File: config.mk
export PLATFORM = sky130hd
export DESIGN_NAME = pcileech_bar_port_arbiter_flat
export DESIGN_NICKNAME = d
export VERILOG_FILES = /design/src/rtl/pcileech_bar_arb_pkg.sv /design/src/rtl/pcileech_bar_port_arbiter_if.sv /design/src/rtl/pcileech_bar_owner_fifo.sv /design/src/rtl/pcileech_bar_port_arbiter.sv /design/src/flat_wrapper.sv
export SDC_FILE = /design/constraint.sdc
export NUM_CORES = 1
export LEC_CHECK = 0
export BUFFER_PORTS_ARGS = -buffer_cell sky130_fd_sc_hd__buf_2
export CORE_AREA = 2 2 371 373
export DETAILED_ROUTE_END_ITERATION = 8
export DIE_AREA = 0 0 373 375
export GPL_TIMING_DRIVEN = 1
export PLACE_DENSITY_LB_ADDON = 0.08
export SKIP_LAST_GASP = 1
export SLEW_MARGIN = 5
export SYNTH_ARGS = -nofsm -noshare
export SYNTH_HDL_FRONTEND = slang
export SYNTH_SLANG_ARGS = --single-unit
File: constraint.sdc
create_clock -name clk -period 5.3 [get_ports clk]
set_clock_uncertainty 0.15 [all_clocks]
set_input_delay 1.06 -clock clk [delete_from_list [all_inputs] [get_ports clk]]
set_output_delay 1.06 -clock clk [all_outputs]
set_load 0.02 [all_outputs]
File: src/rtl/pcileech_bar_arb_pkg.sv
// Shared types and helpers for the two-requester BAR port arbiter.
package pcileech_bar_arb_pkg;

    typedef enum logic [1:0] {RUN, DRAIN, QUIESCED} arb_state_t;

    localparam int unsigned REQ_HOST = 0;
    localparam int unsigned REQ_INT  = 1;

    // One-hot grant between two requesters; ptr selects the winner when both are valid.
    function automatic logic [1:0] rr_grant(input logic [1:0] valid, input logic ptr);
        logic [1:0] gnt;
        case (valid)
            2'b01:   gnt = 2'b01;
            2'b10:   gnt = 2'b10;
            2'b11:   gnt = ptr ? 2'b10 : 2'b01;
            default: gnt = 2'b00;
        endcase
        return gnt;
    endfunction

endpackage

File: src/rtl/pcileech_bar_port_arbiter_if.sv
// Requester-side and BAR-side signals of the arbiter; slave is the arbiter's view.
interface pcileech_bar_port_arbiter_if #(
    parameter int unsigned CTX_W = 88
);
    logic [1:0][31:0]      rq_wr_addr;
    logic [1:0][3:0]       rq_wr_be;
    logic [1:0][31:0]      rq_wr_data;
    logic [1:0]            rq_wr_valid;
    logic [1:0]            rq_wr_ready;
    logic [1:0][CTX_W-1:0] rq_rd_ctx;
    logic [1:0][31:0]      rq_rd_addr;
    logic [1:0]            rq_rd_valid;
    logic [1:0]            rq_rd_ready;
    logic [1:0][CTX_W-1:0] rq_rsp_ctx;
    logic [1:0][31:0]      rq_rsp_data;
    logic [1:0]            rq_rsp_valid;

    logic [31:0]           bar_wr_addr;
    logic [3:0]            bar_wr_be;
    logic [31:0]           bar_wr_data;
    logic                  bar_wr_valid;
    logic [CTX_W-1:0]      bar_rd_req_ctx;
    logic [31:0]           bar_rd_req_addr;
    logic                  bar_rd_req_valid;
    logic [CTX_W-1:0]      bar_rd_rsp_ctx;
    logic [31:0]           bar_rd_rsp_data;
    logic                  bar_rd_rsp_valid;

    modport slave (
        input  rq_wr_addr, rq_wr_be, rq_wr_data, rq_wr_valid,
        output rq_wr_ready,
        input  rq_rd_ctx, rq_rd_addr, rq_rd_valid,
        output rq_rd_ready,
        output rq_rsp_ctx, rq_rsp_data, rq_rsp_valid,
        output bar_wr_addr, bar_wr_be, bar_wr_data, bar_wr_valid,
        output bar_rd_req_ctx, bar_rd_req_addr, bar_rd_req_valid,
        input  bar_rd_rsp_ctx, bar_rd_rsp_data, bar_rd_rsp_valid
    );

    modport master (
        output rq_wr_addr, rq_wr_be, rq_wr_data, rq_wr_valid,
        input  rq_wr_ready,
        output rq_rd_ctx, rq_rd_addr, rq_rd_valid,
        input  rq_rd_ready,
        input  rq_rsp_ctx, rq_rsp_data, rq_rsp_valid,
        input  bar_wr_addr, bar_wr_be, bar_wr_data, bar_wr_valid,
        input  bar_rd_req_ctx, bar_rd_req_addr, bar_rd_req_valid,
        output bar_rd_rsp_ctx, bar_rd_rsp_data, bar_rd_rsp_valid
    );

endinterface

File: src/rtl/pcileech_bar_owner_fifo.sv
// 1-bit owner-id FIFO recording which requester issued each outstanding BAR read.
module pcileech_bar_owner_fifo #(
    parameter int unsigned DEPTH = 4
) (
    input  logic                   clk,
    input  logic                   rst_n,
    input  logic                   push,
    input  logic                   push_id,
    input  logic                   pop,
    output logic                   head_id,
    output logic [$clog2(DEPTH):0] count,
    output logic                   full,
    output logic                   empty
);
    localparam int unsigned PW = $clog2(DEPTH);

    logic [DEPTH-1:0] mem_q;
    logic [PW-1:0]    wptr_q, rptr_q;
    logic [PW:0]      count_q;
    logic             do_push, do_pop;

    assign full    = count_q[PW];
    assign empty   = (count_q == '0);
    assign do_push = push && !full;
    assign do_pop  = pop && !empty;
    assign head_id = mem_q[rptr_q];
    assign count   = count_q;

    // DEPTH is a power of two, so the pointers wrap naturally.
    always_ff @(posedge clk or negedge rst_n) begin
        if (!rst_n) begin
            mem_q   <= '0;
            wptr_q  <= '0;
            rptr_q  <= '0;
            count_q <= '0;
        end else begin
            if (do_push) begin
                mem_q[wptr_q] <= push_id;
                wptr_q        <= wptr_q + 1'b1;
            end
            if (do_pop) begin
                rptr_q <= rptr_q + 1'b1;
            end
            if (do_push && !do_pop) begin
                count_q <= count_q + 1'b1;
            end else if (do_pop && !do_push) begin
                count_q <= count_q - 1'b1;
            end
        end
    end

endmodule

File: src/rtl/pcileech_bar_port_arbiter.sv
// Shares one BAR write port and one 2-cycle read port between the TLP dispatcher and
// an internal engine, with reply routing and a quiesce handshake.
module pcileech_bar_port_arbiter
    import pcileech_bar_arb_pkg::*;
#(
    parameter int unsigned MAX_OUTSTANDING = 4,
    parameter int unsigned CTX_W           = 88
) (
    input  logic                        clk,
    input  logic                        rst_n,
    pcileech_bar_port_arbiter_if.slave  bus,
    input  logic                        quiesce_req,
    output logic                        quiesce_ack,
    output logic                        err_orphan_rsp
);
    arb_state_t state_q, state_d;
    logic       run;
    logic       wr_ptr_q, rd_ptr_q;
    logic [1:0] wr_gnt, rd_cand, rd_gnt;
    logic       wr_sel, rd_sel, hazard;

    logic                           fifo_full, fifo_empty, fifo_head, fifo_pop;
    logic [$clog2(MAX_OUTSTANDING):0] fifo_count;

    logic [31:0]           bar_wr_addr_q, bar_wr_data_q, bar_rd_req_addr_q;
    logic [3:0]            bar_wr_be_q;
    logic                  bar_wr_valid_q, bar_rd_req_valid_q;
    logic [CTX_W-1:0]      bar_rd_req_ctx_q;
    logic [1:0][CTX_W-1:0] rsp_ctx_q;
    logic [1:0][31:0]      rsp_data_q;
    logic [1:0]            rsp_valid_q;
    logic                  err_q;

    assign run = (state_q == RUN);

    // A read aimed at the word being written this cycle waits one cycle to see the new data.
    always_comb begin
        wr_gnt  = run ? rr_grant(bus.rq_wr_valid, wr_ptr_q) : 2'b00;
        wr_sel  = wr_gnt[1];
        rd_cand = rr_grant(bus.rq_rd_valid, rd_ptr_q);
        rd_sel  = rd_cand[1];
        hazard  = (wr_gnt != 2'b00) &&
                  (bus.rq_wr_addr[wr_sel][11:2] == bus.rq_rd_addr[rd_sel][11:2]);
        rd_gnt  = (run && !fifo_full && !hazard) ? rd_cand : 2'b00;
    end

    assign bus.rq_wr_ready = wr_gnt;
    assign bus.rq_rd_ready = rd_gnt;
    assign fifo_pop        = bus.bar_rd_rsp_valid && !fifo_empty;

    pcileech_bar_owner_fifo #(
        .DEPTH (MAX_OUTSTANDING)
    ) u_owner_fifo (
        .clk     (clk),
        .rst_n   (rst_n),
        .push    (rd_gnt != 2'b00),
        .push_id (rd_gnt[REQ_INT]),
        .pop     (fifo_pop),
        .head_id (fifo_head),
        .count   (fifo_count),
        .full    (fifo_full),
        .empty   (fifo_empty)
    );

    always_ff @(posedge clk or negedge rst_n) begin
        if (!rst_n) begin
            wr_ptr_q           <= 1'(REQ_HOST);
            rd_ptr_q           <= 1'(REQ_HOST);
            bar_wr_valid_q     <= 1'b0;
            bar_wr_addr_q      <= '0;
            bar_wr_be_q        <= '0;
            bar_wr_data_q      <= '0;
            bar_rd_req_valid_q <= 1'b0;
            bar_rd_req_addr_q  <= '0;
            bar_rd_req_ctx_q   <= '0;
        end else begin
            bar_wr_valid_q     <= (wr_gnt != 2'b00);
            bar_rd_req_valid_q <= (rd_gnt != 2'b00);
            if (wr_gnt != 2'b00) begin
                bar_wr_addr_q <= bus.rq_wr_addr[wr_sel];
                bar_wr_be_q   <= bus.rq_wr_be[wr_sel];
                bar_wr_data_q <= bus.rq_wr_data[wr_sel];
                if (bus.rq_wr_valid == 2'b11) begin
                    wr_ptr_q <= ~wr_sel;
                end
            end
            if (rd_gnt != 2'b00) begin
                bar_rd_req_addr_q <= bus.rq_rd_addr[rd_sel];
                bar_rd_req_ctx_q  <= bus.rq_rd_ctx[rd_sel];
                if (bus.rq_rd_valid == 2'b11) begin
                    rd_ptr_q <= ~rd_sel;
                end
            end
        end
    end

    // Replies are routed in every FSM state; an empty FIFO means nobody owns the reply.
    always_ff @(posedge clk or negedge rst_n) begin
        if (!rst_n) begin
            rsp_valid_q <= '0;
            rsp_ctx_q   <= '0;
            rsp_data_q  <= '0;
            err_q       <= 1'b0;
        end else begin
            rsp_valid_q <= '0;
            if (fifo_pop) begin
                rsp_valid_q[fifo_head] <= 1'b1;
                rsp_ctx_q[fifo_head]   <= bus.bar_rd_rsp_ctx;
                rsp_data_q[fifo_head]  <= bus.bar_rd_rsp_data;
            end
            if (bus.bar_rd_rsp_valid && fifo_empty) begin
                err_q <= 1'b1;
            end
        end
    end

    always_ff @(posedge clk or negedge rst_n) begin
        if (!rst_n) begin
            state_q <= RUN;
        end else begin
            state_q <= state_d;
        end
    end

    always_comb begin
        state_d = state_q;
        case (state_q)
            RUN: begin
                if (quiesce_req) state_d = DRAIN;
            end
            DRAIN: begin
                if (!quiesce_req) begin
                    state_d = RUN;
                end else if (fifo_count == '0 && !bar_wr_valid_q && !bar_rd_req_valid_q) begin
                    state_d = QUIESCED;
                end
            end
            QUIESCED: begin
                if (!quiesce_req) state_d = RUN;
            end
            default: state_d = RUN;
        endcase
    end

    assign quiesce_ack          = (state_q == QUIESCED);
    assign err_orphan_rsp       = err_q;
    assign bus.bar_wr_addr      = bar_wr_addr_q;
    assign bus.bar_wr_be        = bar_wr_be_q;
    assign bus.bar_wr_data      = bar_wr_data_q;
    assign bus.bar_wr_valid     = bar_wr_valid_q;
    assign bus.bar_rd_req_addr  = bar_rd_req_addr_q;
    assign bus.bar_rd_req_ctx   = bar_rd_req_ctx_q;
    assign bus.bar_rd_req_valid = bar_rd_req_valid_q;
    assign bus.rq_rsp_valid     = rsp_valid_q;
    assign bus.rq_rsp_ctx       = rsp_ctx_q;
    assign bus.rq_rsp_data      = rsp_data_q;

endmodule

File: src/flat_wrapper.sv
// flat-port wrapper written by rule: the top's interface ports become plain ports
module pcileech_bar_port_arbiter_flat import pcileech_bar_arb_pkg::*;
#(
    parameter int unsigned MAX_OUTSTANDING = 4,
    parameter int unsigned CTX_W           = 88
)
  (clk, rst_n, quiesce_req, quiesce_ack, err_orphan_rsp, bus_rq_wr_addr, bus_rq_wr_be, bus_rq_wr_data, bus_rq_wr_valid, bus_rq_wr_ready, bus_rq_rd_ctx, bus_rq_rd_addr, bus_rq_rd_valid, bus_rq_rd_ready, bus_rq_rsp_ctx, bus_rq_rsp_data, bus_rq_rsp_valid, bus_bar_wr_addr, bus_bar_wr_be, bus_bar_wr_data, bus_bar_wr_valid, bus_bar_rd_req_ctx, bus_bar_rd_req_addr, bus_bar_rd_req_valid, bus_bar_rd_rsp_ctx, bus_bar_rd_rsp_data, bus_bar_rd_rsp_valid);
  pcileech_bar_port_arbiter_if #(.CTX_W(CTX_W)) bus_i ();
  input  logic clk;
  input  logic rst_n;
  input  logic quiesce_req;
  output logic quiesce_ack;
  output logic err_orphan_rsp;
  input wire logic [$bits(bus_i.rq_wr_addr)-1:0] bus_rq_wr_addr;
  input wire logic [$bits(bus_i.rq_wr_be)-1:0] bus_rq_wr_be;
  input wire logic [$bits(bus_i.rq_wr_data)-1:0] bus_rq_wr_data;
  input wire logic [$bits(bus_i.rq_wr_valid)-1:0] bus_rq_wr_valid;
  output wire logic [$bits(bus_i.rq_wr_ready)-1:0] bus_rq_wr_ready;
  input wire logic [$bits(bus_i.rq_rd_ctx)-1:0] bus_rq_rd_ctx;
  input wire logic [$bits(bus_i.rq_rd_addr)-1:0] bus_rq_rd_addr;
  input wire logic [$bits(bus_i.rq_rd_valid)-1:0] bus_rq_rd_valid;
  output wire logic [$bits(bus_i.rq_rd_ready)-1:0] bus_rq_rd_ready;
  output wire logic [$bits(bus_i.rq_rsp_ctx)-1:0] bus_rq_rsp_ctx;
  output wire logic [$bits(bus_i.rq_rsp_data)-1:0] bus_rq_rsp_data;
  output wire logic [$bits(bus_i.rq_rsp_valid)-1:0] bus_rq_rsp_valid;
  output wire logic [$bits(bus_i.bar_wr_addr)-1:0] bus_bar_wr_addr;
  output wire logic [$bits(bus_i.bar_wr_be)-1:0] bus_bar_wr_be;
  output wire logic [$bits(bus_i.bar_wr_data)-1:0] bus_bar_wr_data;
  output wire logic [$bits(bus_i.bar_wr_valid)-1:0] bus_bar_wr_valid;
  output wire logic [$bits(bus_i.bar_rd_req_ctx)-1:0] bus_bar_rd_req_ctx;
  output wire logic [$bits(bus_i.bar_rd_req_addr)-1:0] bus_bar_rd_req_addr;
  output wire logic [$bits(bus_i.bar_rd_req_valid)-1:0] bus_bar_rd_req_valid;
  input wire logic [$bits(bus_i.bar_rd_rsp_ctx)-1:0] bus_bar_rd_rsp_ctx;
  input wire logic [$bits(bus_i.bar_rd_rsp_data)-1:0] bus_bar_rd_rsp_data;
  input wire logic [$bits(bus_i.bar_rd_rsp_valid)-1:0] bus_bar_rd_rsp_valid;
  assign bus_i.rq_wr_addr = bus_rq_wr_addr;
  assign bus_i.rq_wr_be = bus_rq_wr_be;
  assign bus_i.rq_wr_data = bus_rq_wr_data;
  assign bus_i.rq_wr_valid = bus_rq_wr_valid;
  assign bus_rq_wr_ready = bus_i.rq_wr_ready;
  assign bus_i.rq_rd_ctx = bus_rq_rd_ctx;
  assign bus_i.rq_rd_addr = bus_rq_rd_addr;
  assign bus_i.rq_rd_valid = bus_rq_rd_valid;
  assign bus_rq_rd_ready = bus_i.rq_rd_ready;
  assign bus_rq_rsp_ctx = bus_i.rq_rsp_ctx;
  assign bus_rq_rsp_data = bus_i.rq_rsp_data;
  assign bus_rq_rsp_valid = bus_i.rq_rsp_valid;
  assign bus_bar_wr_addr = bus_i.bar_wr_addr;
  assign bus_bar_wr_be = bus_i.bar_wr_be;
  assign bus_bar_wr_data = bus_i.bar_wr_data;
  assign bus_bar_wr_valid = bus_i.bar_wr_valid;
  assign bus_bar_rd_req_ctx = bus_i.bar_rd_req_ctx;
  assign bus_bar_rd_req_addr = bus_i.bar_rd_req_addr;
  assign bus_bar_rd_req_valid = bus_i.bar_rd_req_valid;
  assign bus_i.bar_rd_rsp_ctx = bus_bar_rd_rsp_ctx;
  assign bus_i.bar_rd_rsp_data = bus_bar_rd_rsp_data;
  assign bus_i.bar_rd_rsp_valid = bus_bar_rd_rsp_valid;
  pcileech_bar_port_arbiter #(.MAX_OUTSTANDING(MAX_OUTSTANDING), .CTX_W(CTX_W)) u_core (.clk(clk), .rst_n(rst_n), .bus(bus_i), .quiesce_req(quiesce_req), .quiesce_ack(quiesce_ack), .err_orphan_rsp(err_orphan_rsp));
endmodule
==> run_results.csv <==
group,metric,value,unit
timing,fin_tns_setup,0,ns
worst_setup_path,worstSetupStartpointType,"input pin",
timing,min_period,4.52,ns
final_layout,area_growth,45.6,%
cts,cts_tree,"yes",
floorplan,std_cell_rows,136,
drt,vias,17200,
placement,detailed_place_hpwl,70500,microns
yosys,synthArstFlopShare,100,%
floorplan,die_width,373,microns
yosys,avgSynthCellArea,10.3,sq um
floorplan,start_util,14.3,%
cts,cts.repair.resized,0,
floorplan,core,136000,sq um
worst_setup_path,rr_startpoint,"u_core.rd_ptr_q",
worst_setup_path,crit_buf_inv,2,
yosys,netlist_area,19500,sq um
flow_run,maxCapViolCount,0,
worst_setup_path,r2r_setup_slack,1.43,ns
cts,post_cts_buffers,0,
drt,firstDrtPassIters,5,
floorplan,die_h,375,microns
yosys,synth_ff_type,"dfrtp_1",
timing,hold_viol_final,0,
cts,h-tree-depth,2,
cts,cts_buffer_depth,3,
cts,clkSlewWorstSetupHoldPaths,0.06,ns
worst_setup_path,startpoint,"bus_rq_rd_valid[0]",
drt,drc_errors,0,
worst_setup_path,worstPathRequired,4.09,ns
min_path,min_path_type,"in2async",
drt,ant_nets,0,
yosys,syn_inst,1895,
cts,clock_latency,0.65,ns
yosys,yosysUniqueCellTypes,50,
yosys,ys_ff_latch,448,
yosys,synth_top_cell_area_share,57.6,%
yosys,yosys_warnings,0,
worst_setup_path,worstRegToRegCells,12,
final_layout,layout_common_cells,"940 x buf_2, 819 x nand2_1, 448 x dfrtp_1, 178 x mux2_2, 68 x nor2_1",
global_route,grt_pass1_wl,133000,microns
worst_setup_path,cp_common_cell,"buf_2",
final_layout,nets,3323,
placement,numPortBuffers,941,
worst_setup_path,cp_top_family,"simple AND/OR/NAND/NOR gates",
power_and_ir_drop,p_leak,0.0145,uW
placement,gp_congestion,0.835,
drt,routedWlPerCell,19.8,microns
cts,numCtsBuffers,59,
worst_setup_path,arrival,3.31,ns
final_layout,fin_util,20.8,%
global_route,grt_antenna_before_repair,30,
timing,drv_slew,0,
global_route,grt_usage,12.8,%
power_and_ir_drop,power_density,668,nW/um^2
floorplan,ios,942,
timing,maxClockFrequency,0.221,GHz
global_route,gr-total-overflow,0,
timing,rsz0062_at_grt,"false",
yosys,synth_area_leaders,"dfrtp_1 58%, nand2_1 16%, mux2_2 10%, mux2_4 4.9%, a31oi_1 1.9%",
cts,clock-sinks,448,
worst_setup_path,cp_slowest_cell,"and3_1",
drt,wirelength,92500,microns
yosys,synth_edf_count,0,
outcome,outcome,"finished, final reports clean",
drt,drtIter0Drc,717,
final_layout,layout-drive-gt1-share,46.3,%
worst_setup_path,crit_chain,"buf_2 > nand2b_1 > and3_1 > or3_1 > a21oi_1 > o2111ai_2 > nor2_1 > a211oi_1 > buf_2",
yosys,yosysSeqAreaShare,57.6,%
drt,via_per_inst,3.70,
cts,cts_root_buf,"clkbuf_16",
worst_setup_path,critPathMaxFanout,14,
final_layout,layout.cells.most_common,"buf_2",
timing,worstMarginPinSlew,1.22,ns
yosys,syn_nets,2405,
timing,setup_violations,0,
yosys,synth_area_leader_cell,"dfrtp_1",
worst_setup_path,r2r_end,"u_core.u_owner_fifo.count[2]",
cts,ctsHoldBuffers,0,
worst_setup_path,end_kind,"output port",
global_route,grt_max_degree,122,
worst_setup_path,cp_slowest_stage_delay,0.38,ns
power_and_ir_drop,vdd_drop_max,0.274,mV
timing,max-slew-margin-rel,19.0,%
global_route,first_global_vias,18300,
timing,min_period_over_period,85.3,%
floorplan,die-area,140000,sq um
worst_setup_path,criticalPathCategory,"in2out",
where the power goes:
part | switching [uW] | total [uW] | internal (uW)
Sequential | 886 | 6020 | 5130
Combinational | 5540 | 8700 | 3160
Clock | 1660 | 4210 | 2560
Total | 8080 | 18900 | 10800
cell usage after synthesis (2+ instances only):
cell type / count
xor2_1: 3
and3_1: 11
buf_1: 8
mux2_4: 64
a211oi_1: 6
a21boi_0: 3
buf_4: 2
nor2_1: 70
xnor2_1: 6
a221oi_1: 3
o211ai_1: 6
o21ai_0: 10
o21a_1: 4
and2_1: 2
inv_1: 10
nand3_1: 9
a21boi_2: 2
o21ai_1: 4
o211a_1: 3
mux2_2: 178
o21bai_1: 7
dfrtp_1: 448
nor3_1: 4
nand2b_1: 2
mux2i_1: 13
clkbuf_1: 84
a21boi_1: 3
ha_1: 5
nand2_1: 822
buf_2: 8
nor2b_1: 3
a21oi_1: 2
a31oi_1: 60
or3_1: 5
buf_6: 9
nor4b_2: 2
metal layers:
layer | vias to the layer above | part of all wire [%] | global-route usage, %
met5 | - | 0.20 | 0
met4 | 28 | 3.0 | 4.17
met3 | 151 | 8.2 | 4.59
met2 | 612 | 53 | 23.7
met1 | 8420 | 36 | 13.3
li1 | 8024 | - | -
worst reg2reg max path: cells and delay by family, from the launching register on:
family	cells	cell delay, ns
compound gates	4	1.19
simple gates	3	0.94
fa+ha+maj	2	0.70
flops	1	0.44
xor+xnor	2	0.32
buf+inv	1	0.08
kinds of logic after synthesis:
group / count (synthesis) / share of synthesized area, %
AOI/OAI and AO/OA: 119 / 4.18
xor gates and xnor gates: 9 / 0.405
adders and majority gates: 6 / 0.424
DFF: 448 / 57.6
buffers and inverters: 123 / 2.81
muxes: 256 / 16.0
and+or+nand+nor: 934 / 18.6
through the flow:
stage | hold slack (ns) | power (uW) | instance area [sq um] | setup WS (ns) | std cells
final | 0.250 | 18900 | 28400 | 0.778 | 4660
after CTS | 0.264 | 19500 | 28300 | 0.747 | 4652
after detailed placement | 0.307 | 15000 | 26300 | 0.748 | 4546
after global routing | 0.291 | 20200 | 28400 | 0.584 | 4658
after global placement | 0.297 | 15000 | 26300 | 0.717 | 4546
after floorplan | 0.303 | 11200 | 19500 | 1.23 | 1895
registers in the layout (all words and copies together), names as in the netlist, 3 cells and up:
register	cells
u_core.bus.rq_rsp_ctx	176
u_core.bus.bar_rd_req_ctx	88
u_core.bus.rq_rsp_data	64
u_core.bus.bar_rd_req_addr	32
u_core.bus.bar_wr_addr	32
u_core.bus.bar_wr_data	32
u_core.bus.bar_wr_be	4
u_core.u_owner_fifo.mem_q	4
u_core.u_owner_fifo.count	3
area by class of cell:
cell class,count,area [sq um]
Fill cell,15100,108000
Sequential cell,448,11200
Multi-Input combinational cell,1324,7780
Timing Repair Buffer,968,5020
Tap cell,1794,2240
Clock buffer,88,1750
Clock inverter,18,288
Inverter,12,47.5
Antenna cell,8,20.0
how the worst max path moves through the flow:
stage / to / slack, ns / cells past startpoint
2_1_floorplan: u_core.u_owner_fifo.count[1] / 1.23 / 14
3_3_place_gp: u_core.u_owner_fifo.count[2] / 0.72 / 13
3_5_place_dp: u_core.u_owner_fifo.count[2] / 0.75 / 13
4_1_cts: bus_rq_rd_ready[0] / 0.75 / 8
5_1_grt: bus_rq_rd_ready[1] / 0.58 / 8
6_report: bus_rq_rd_ready[0] / 0.78 / 9
No activity file was read; power rests on OpenSTA's default activity.
